### src/rtl/kbd_matrix_writer.sv
`default_nettype none
// ============================================================================
// Module   : kbd_matrix_writer
// Purpose  : Converts key press/release events into full-row write cycles on
//            the keyboard matrix Pi-side bus, keeping a shadow of every row.
// Revision : 1.0 - initial release
// ============================================================================
module kbd_matrix_writer #(
    parameter logic [15:0] BASE_ADDR     = 16'hE800,
    parameter int          NUM_ROWS      = 10,
    parameter int          SETUP_CYCLES  = 1,
    parameter int          STROBE_CYCLES = 1,
    parameter int          HOLD_CYCLES   = 1
) (
    input  logic        clk,
    input  logic        reset,
    input  logic        evt_valid,
    output logic        evt_ready,
    input  logic [3:0]  evt_row,
    input  logic [2:0]  evt_col,
    input  logic        evt_pressed,
    input  logic        clear_all,
    output logic        busy,
    output logic [15:0] pi_addr,
    output logic [7:0]  pi_data,
    output logic        pi_write
);

    localparam int c_MAX_A      = (SETUP_CYCLES > STROBE_CYCLES) ? SETUP_CYCLES : STROBE_CYCLES;
    localparam int c_MAX_CYCLES = (c_MAX_A > HOLD_CYCLES) ? c_MAX_A : HOLD_CYCLES;
    localparam int c_CNT_W      = (c_MAX_CYCLES > 1) ? $clog2(c_MAX_CYCLES) : 1;

    localparam logic [c_CNT_W-1:0] c_SETUP_LD  = c_CNT_W'(SETUP_CYCLES - 1);
    localparam logic [c_CNT_W-1:0] c_STROBE_LD = c_CNT_W'(STROBE_CYCLES - 1);
    localparam logic [c_CNT_W-1:0] c_HOLD_LD   = c_CNT_W'(HOLD_CYCLES - 1);
    localparam logic [3:0]         c_LAST_ROW  = 4'(NUM_ROWS - 1);

    typedef enum logic [1:0] {
        S_IDLE   = 2'd0,
        S_SETUP  = 2'd1,
        S_STROBE = 2'd2,
        S_HOLD   = 2'd3
    } state_t;

    state_t             r_state;
    logic [c_CNT_W-1:0] r_cnt;
    logic [3:0]         r_row;
    logic               r_sweep;
    logic               r_clear_pending;
    logic               r_busy;
    logic               r_write;
    logic [15:0]        r_addr;
    logic [7:0]         r_data;
    logic [7:0]         r_shadow [0:15];

    logic               w_accept;
    logic               w_row_ok;
    logic               w_changed;
    logic               w_restart;
    logic [7:0]         w_cur;
    logic [7:0]         w_mask;
    logic [7:0]         w_new;
    logic [3:0]         w_next_row;

    // Ready is withheld in the very cycle clear_all arrives so the clear wins.
    assign evt_ready  = !reset && (r_state == S_IDLE) && !r_clear_pending && !clear_all;
    assign w_accept   = evt_valid && evt_ready;
    assign w_row_ok   = (evt_row <= c_LAST_ROW);
    assign w_cur      = r_shadow[evt_row];
    assign w_mask     = 8'b1 << evt_col;
    assign w_new      = evt_pressed ? (w_cur | w_mask) : (w_cur & ~w_mask);
    assign w_changed  = (w_new != w_cur);
    assign w_restart  = r_clear_pending || clear_all;
    assign w_next_row = w_restart ? 4'd0 : (r_row + 4'd1);

    assign busy     = r_busy;
    assign pi_addr  = r_addr;
    assign pi_data  = r_data;
    assign pi_write = r_write;

    always_ff @(posedge clk) begin
        if (reset) begin
            r_state         <= S_IDLE;
            r_cnt           <= '0;
            r_row           <= '0;
            r_sweep         <= 1'b0;
            r_clear_pending <= 1'b0;
            r_busy          <= 1'b0;
            r_write         <= 1'b0;
            r_addr          <= 16'h0000;
            r_data          <= 8'h00;
            for (int i = 0; i < 16; i++) begin
                r_shadow[i] <= 8'h00;
            end
        end else begin
            if ((r_state != S_IDLE) && clear_all) begin
                r_clear_pending <= 1'b1;
            end

            case (r_state)
                S_IDLE: begin
                    if (clear_all || r_clear_pending) begin
                        for (int i = 0; i < 16; i++) begin
                            r_shadow[i] <= 8'h00;
                        end
                        r_clear_pending <= 1'b0;
                        r_sweep         <= 1'b1;
                        r_row           <= 4'd0;
                        r_addr          <= BASE_ADDR;
                        r_data          <= 8'h00;
                        r_cnt           <= c_SETUP_LD;
                        r_state         <= S_SETUP;
                        r_busy          <= 1'b1;
                    end else if (w_accept && w_row_ok && w_changed) begin
                        r_shadow[evt_row] <= w_new;
                        r_sweep           <= 1'b0;
                        r_row             <= evt_row;
                        r_addr            <= BASE_ADDR + {12'b0, evt_row};
                        r_data            <= w_new;
                        r_cnt             <= c_SETUP_LD;
                        r_state           <= S_SETUP;
                        r_busy            <= 1'b1;
                    end
                end

                S_SETUP: begin
                    if (r_cnt == '0) begin
                        r_state <= S_STROBE;
                        r_write <= 1'b1;
                        r_cnt   <= c_STROBE_LD;
                    end else begin
                        r_cnt <= r_cnt - 1'b1;
                    end
                end

                S_STROBE: begin
                    if (r_cnt == '0) begin
                        r_state <= S_HOLD;
                        r_write <= 1'b0;
                        r_cnt   <= c_HOLD_LD;
                    end else begin
                        r_cnt <= r_cnt - 1'b1;
                    end
                end

                S_HOLD: begin
                    if (r_cnt != '0) begin
                        r_cnt <= r_cnt - 1'b1;
                    end else if (r_sweep && (w_restart || (r_row != c_LAST_ROW))) begin
                        // Next sweep row (or row 0 on restart) follows with no idle gap.
                        r_clear_pending <= 1'b0;
                        r_row           <= w_next_row;
                        r_addr          <= BASE_ADDR + {12'b0, w_next_row};
                        r_data          <= 8'h00;
                        r_cnt           <= c_SETUP_LD;
                        r_state         <= S_SETUP;
                    end else begin
                        r_state <= S_IDLE;
                        r_sweep <= 1'b0;
                        r_busy  <= 1'b0;
                        r_addr  <= 16'h0000;
                        r_data  <= 8'h00;
                    end
                end

                default: begin
                    r_state <= S_IDLE;
                    r_busy  <= 1'b0;
                    r_write <= 1'b0;
                end
            endcase
        end
    end

endmodule
`default_nettype wire
### config.mk
export PLATFORM = sky130hd
export DESIGN_NAME = kbd_matrix_writer
export DESIGN_NICKNAME = d
export VERILOG_FILES = /design/src/rtl/kbd_matrix_writer.sv
export SDC_FILE = /design/constraint.sdc
export NUM_CORES = 1
export LEC_CHECK = 0
export BUFFER_PORTS_ARGS = -buffer_cell sky130_fd_sc_hd__buf_2
export CELL_PAD_IN_SITES_DETAIL_PLACEMENT = 0
export CELL_PAD_IN_SITES_GLOBAL_PLACEMENT = 2
export CORE_MARGIN = 8
export CORE_UTILIZATION = 38
export DETAILED_ROUTE_END_ITERATION = 12
export PLACE_DENSITY_LB_ADDON = 0.1
export SYNTH_ARGS = -nofsm -noshare
export SYNTH_HDL_FRONTEND = slang
export SYNTH_SLANG_ARGS = --single-unit
### constraint.sdc
create_clock -name clk -period 4.64 [get_ports clk]
set_input_delay 0.464 -clock clk [delete_from_list [all_inputs] [get_ports clk]]
set_output_delay 0.464 -clock clk [all_outputs]
set_load 0.005 [all_outputs]
==> results_dict.tcl, run 1 <==
set metrics [dict create \
    holdCritPathClass "in -> reg" \
    arrival_ns 4.07 \
    pre_cts_slack_ns 0.518 \
    synth_xor_xnor_area_share 0.00608 \
    worst_slew_pin_slew_ns 1.16 \
    relSlewSlack 0.217 \
    die_w_um 154 \
    irDropWorstVdd_v 0.000241 \
    synthAdderAreaFrac 0.0104 \
    drc 0 \
    cts_buffers 17 \
    cp-start-kind "input port" \
    dp.cells 876 \
    finalHoldViolCount 0 \
    post-cts-setup-buffers 0 \
    core.rowCount 50 \
    die_h_um 154 \
    grt_antenna_before_repair 1 \
    firstDrtPassIters 4 \
    drive_above_1_share 0.147 \
    dp.final_hpwl_um 13900 \
    synth-async-reset-ratio 0 \
    grt_max_degree 27 \
    clk_latency_ns 0.42 \
    numPortBuffers 30 \
    cts_num_sinks 151 \
    cp_max_fo 24 \
    drv_slew 0 \
    diodes 0 \
    fmax_ghz 0.269 \
    stdcell_count 908 \
    cp.required_ns 4.99 \
    fin_nets 679 \
    viasPerCell 5.27 \
    fillCellCount 1738 \
    ys_seq_area_frac 0.598 \
    synth_cells 587 \
    yosysWarnings 0 \
    cp-end-kind "flop" \
    synth.area.mux_share 0.118 \
    crit_path_cell_trace "buf_2 -> buf_4 -> nor2_1 -> a221oi_1 -> a2bb2oi_1 -> a2bb2oi_1 -> nor4b_2 -> buf_4 -> o211ai_2 -> a21oi_2 -> a22o_1" \
    synth_compound_area_frac 0.0920 \
    placed_cell_area_um2 7700 \
    period_share 0.801 \
    power_per_cell_area_nw_per_um2 491 \
    io_pins 39 \
    synth-edff-count 128 \
    finish.utilization 0.444 \
    grt_overflow 0 \
    avgSynthCellArea_um2 12.3 \
    skew_ns 0.0111 \
    cp_num_buf_inv 3 \
    grt_pass1_vias 4766 \
    syn_area_um2 7200 \
    vias 4788 \
    post_drt_wl_per_cell_um 21.0 \
    cp.depth 11 \
    grt_pass1_wl_um 29300 \
    hold_path.startpoint "reset" \
    setup_viol 0 \
    yosys.area_share.simple 0.129 \
    fp.coreArea_um2 18600 \
    cts_tree "done" \
    crit_start "evt_row[2]" \
    reg2reg_depth 10 \
    worst_slack_ns 0.923 \
    worstSetupPathType "in -> reg" \
    cpPeakStageDelay_ns 0.62 \
    grt_use_total 0.165 \
    finalSetupTns_ns 0 \
    fin_area_um2 8270 \
    reg2reg_from "r_state[1]$_SDFFE_PP0P_" \
    hold_depth 2 \
    root_buffer "clkbuf_16" \
    place.gp.congestion 0.812 \
    cts-resized-gates 0 \
    ant_nets 0 \
    period_needed_ns 3.72 \
    clk_pin_slew_ns 0.06 \
    synth_cell_types 62 \
    initial_core_util 0.386 \
    drt_iter0_drc 359 \
    wl_um 19000 \
    rsz0062_at_grt "false" \
    slowest_stage "a221oi_1" \
    syn2layout_area_growth_pct 14.9 \
    cp_top_family "compound AO/OA/AOI/OAI gates" \
    hold_buffers 0 \
    synth_ff_type "edfxtp_1" \
    synth_top_family_by_area "simple AND/OR/NAND/NOR gates" \
    clk_path_buf_depth 2 \
    p_leak_nw 3.18 \
    status "finished, final reports clean" \
    max_cap_viol_count 0 \
    h-tree-depth 4 \
    synth_seq_cells 151 \
    dieArea_um2 23600 \
]
layout by cell type, fill, tap and decap left out, types with 6 or more instances in the layout:
master       n
nor2b_1      7
buf_4       16
buf_2       30
a22o_1       9
nand3_1     19
o21ai_0     18
mux2i_1     44
conb_1      56
nand2_1     35
mux2_1       6
clkbuf_16   17
inv_1       17
nor2_1     105
dfxtp_1     23
a21oi_1     10
a22oi_1     11
nand2b_1    13
edfxtp_1   128
ha_1         6
mux4_2      13
per-stage QoR:
| step | hold WS [ns] | total power [W] |
|---|---|---|
| floorplan | 0.456 | 0.00244 |
| global placement | 0.447 | 0.00275 |
| detailed placement | 0.449 | 0.00276 |
| CTS | 0.354 | 0.00410 |
| global route | 0.393 | 0.00426 |
| finish | 0.363 | 0.00406 |
where the power goes:
| group | leakage (nW) | switching, W | internal (W) | total (W) |
|---|---|---|---|---|
| logic | 1.37 | 0.000570 | 0.000299 | 0.000870 |
| clock network | 0.268 | 0.000524 | 0.000817 | 0.00134 |
| registers | 1.54 | 0.0000920 | 0.00176 | 0.00185 |
| total | 3.18 | 0.00119 | 0.00287 | 0.00406 |
routing by layer:
| layer | track usage | wire length, um |
|---|---|---|
| met2 | 0.249 | 8670 |
| met3 | 0.0390 | 1010 |
| met1 | 0.229 | 9020 |
| met4 | 0.0541 | 338 |
| met5 | 0 | 13 |
kinds of logic after synthesis:
kind of cell | Yosys count
multiplexers | 67
AO/OA/AOI/OAI | 88
other | 1
flip-flops | 151
buffers and inverters | 64
adder cells (fa/ha/maj) | 6
XOR/XNOR | 5
AND/OR/NAND/NOR | 205
final cells by class:
class                   count  area, um^2  share of cell area
flip-flops and latches    151        4300               0.520
multi-input cells         427        2770               0.334
clock buffers              23         468              0.0566
well taps                 234         293              0.0354
repair buffers             46         270              0.0327
clock inverters             9         104              0.0126
inverters                  18        67.6             0.00817
registers in the layout, summed over array words and instances (netlist names):
register,cells
pi_addr,5
r_sweep,1
r_shadow,128
r_clear_pending,1
busy,1
r_row,4
r_state,2
pi_write,1
pi_data,8
synthesized netlist by cell type (6+ instances only):
library cell	instances	area share
a21oi_1	10	0.0070
a22o_1	9	0.011
a22oi_1	11	0.011
buf_2	13	0.0090
buf_4	13	0.014
clkbuf_1	15	0.0078
dfxtp_1	23	0.064
edfxtp_1	128	0.53
ha_1	6	0.010
inv_1	17	0.0089
mux2_1	6	0.0094
mux2i_1	44	0.061
mux4_2	13	0.041
nand2_1	35	0.018
nand2b_1	13	0.011
nand3_1	19	0.013
nor2_1	105	0.055
nor2b_1	7	0.0061
o21ai_0	18	0.013
final timing paths:
kind                                                      to  slack, ns
worst max-delay path                 pi_data[7]$_SDFFE_PP0P_       0.92
worst min-delay path                 r_state[1]$_SDFFE_PP0P_       0.36
worst max register to register  r_shadow[5][5]$_SDFFCE_PN0P_       1.04
worst min register to register       pi_addr[3]$_SDFFE_PP0P_       0.46
Power figures use the tool's default switching activity.
==> run 2: changes to the inputs <==
==> constraint.sdc (replaced) <==
create_clock -name clk -period 3.5 [get_ports clk]
set_input_delay 0.35 -clock clk [delete_from_list [all_inputs] [get_ports clk]]
set_output_delay 0.35 -clock clk [all_outputs]
set_load 0.005 [all_outputs]
==> run 2 against run 1 <==
Utilization up 2.3 points. Wire length is 0.64% higher. First-iteration DRC count up 10%. Combinational power is 52% higher. Critical path type unchanged. Clock power rose by 40%. Setup slack got worse by 0.45 ns. Non-clock buffer count up 37.
==> results_dict.tcl, run 2 (same netlist as run 1, synthesis figures left out) <==
set metrics [dict create \
    cp.required_ns 3.87 \
    relSlewSlack 0.509 \
    irDropWorstVdd_v 0.000348 \
    drt_iter0_drc 396 \
    status "finished, final reports clean" \
    reg2reg_slack_ns 0.48 \
    holdCritPathClass "in -> reg" \
    grt_antenna_before_repair 0 \
    syn2layout_area_growth_pct 20.9 \
    diodes 0 \
    core.rowCount 50 \
    h-tree-depth 4 \
    root_buffer "clkbuf_16" \
    drive_above_1_share 0.195 \
    drv_slew 0 \
    cts_tree "done" \
    power_per_cell_area_nw_per_um2 648 \
    hold_buffers 0 \
    finalSetupTns_ns 0 \
    viasPerCell 5.17 \
    fin_nets 716 \
    worst_slew_pin_slew_ns 0.737 \
    grt_overflow 0 \
    vias 4883 \
    die_w_um 154 \
    die_h_um 154 \
    skew_ns 0.00837 \
    post-cts-setup-buffers 0 \
    period_share 0.864 \
    regMostFlops "r_shadow" \
    cts_buffers 17 \
    grt_pass1_vias 4807 \
    firstDrtPassIters 5 \
    period_needed_ns 3.02 \
    rsz0062_at_grt "false" \
    numPortBuffers 30 \
    io_pins 39 \
    dp.final_hpwl_um 14200 \
    fmax_ghz 0.331 \
    worstSetupPathType "in -> reg" \
    cp-end-kind "flop" \
    grt_max_degree 25 \
    cp-start-kind "input port" \
    grt_use_total 0.167 \
    p_leak_nw 3.42 \
    ant_nets 0 \
    place.gp.congestion 0.873 \
    drc 0 \
    cts_num_sinks 151 \
    final_common_cell "edfxtp_1" \
    dieArea_um2 23600 \
    cts-resized-gates 0 \
    clk_path_buf_depth 2 \
    dp.cells 913 \
    arrival_ns 3.39 \
    largest_register_ffs 128 \
    post_drt_wl_per_cell_um 20.3 \
    grt_pass1_wl_um 29500 \
    max_cap_viol_count 0 \
    totalPowerFinal_w 0.00564 \
    setup_viol 0 \
    mostFrequentLayoutCells "128 x edfxtp_1, 105 x nor2_1, 56 x conb_1, 44 x mux2i_1, 43 x buf_4" \
    clk_pin_slew_ns 0.06 \
    finalHoldViolCount 0 \
    cp_max_fo 14 \
    stdcell_count 945 \
    initial_core_util 0.386 \
    fp.coreArea_um2 18600 \
    wl_um 19200 \
    clk_latency_ns 0.43 \
]
-- run 2: layout make-up --
class | instances | area [um^2]
Clock buffer | 17 | 425
Clock inverter | 15 | 175
Fill cell | 1710 | 9940
Inverter | 18 | 67.6
Multi-Input combinational cell | 427 | 2770
Sequential cell | 151 | 4300
Tap cell | 234 | 293
Timing Repair Buffer | 83 | 673
-- run 2: worst max-delay path, stage by stage --
cell       delay, ns
buf_2           0.12
buf_4           0.21
nor2b_1         0.53
a22oi_2         0.16
a2111oi_1       0.50
a2111oi_2       0.13
o2111ai_2       0.14
nor4b_2         0.07
buf_4           0.19
or2_1           0.28
a2111oi_4       0.34
buf_4           0.20
a22o_1          0.15
-- run 2: worst paths after layout --
| check | startpoint | end | depth (start not counted) |
|---|---|---|---|
| min | reset | pi_write$_SDFFE_PP0P_ | 2 |
| min reg2reg | pi_addr[0]$_SDFFE_PP0P_ | pi_addr[0]$_SDFFE_PP0P_ | 1 |
| max | evt_row[0] | pi_data[5]$_SDFFE_PP0P_ | 13 |
| max reg2reg | r_shadow[1][5]$_SDFFCE_PN0P_ | pi_data[5]$_SDFFE_PP0P_ | 10 |
-- run 2: stage by stage --
step | hold slack (ns) | setup WS [ns] | cell area [um^2] | utilization
after floorplan | 0.456 | 0.260 | 7400 | -
after global placement | 0.445 | 0.115 | 8100 | 0.435
after detailed placement | 0.441 | 0.0744 | 8100 | 0.435
after CTS | 0.235 | 0.479 | 8700 | 0.467
after global routing | 0.269 | 0.256 | 8700 | 0.467
final | 0.246 | 0.477 | 8700 | 0.467
-- run 2: per-layer routing --
layer	global-route usage	vias to the layer above	wire, um
li1	-	2311	-
met3	0.0359	24	901
met2	0.258	138	8780
met4	0.0593	0	414
met1	0.226	2410	9060
met5	0	-	0
-- run 2: power by group --
| part | internal [W] | switching (W) | leakage [nW] |
|---|---|---|---|
| sequential | 0.00233 | 0.000119 | 1.54 |
| clock | 0.00112 | 0.000756 | 0.291 |
| combinational | 0.000536 | 0.000780 | 1.59 |
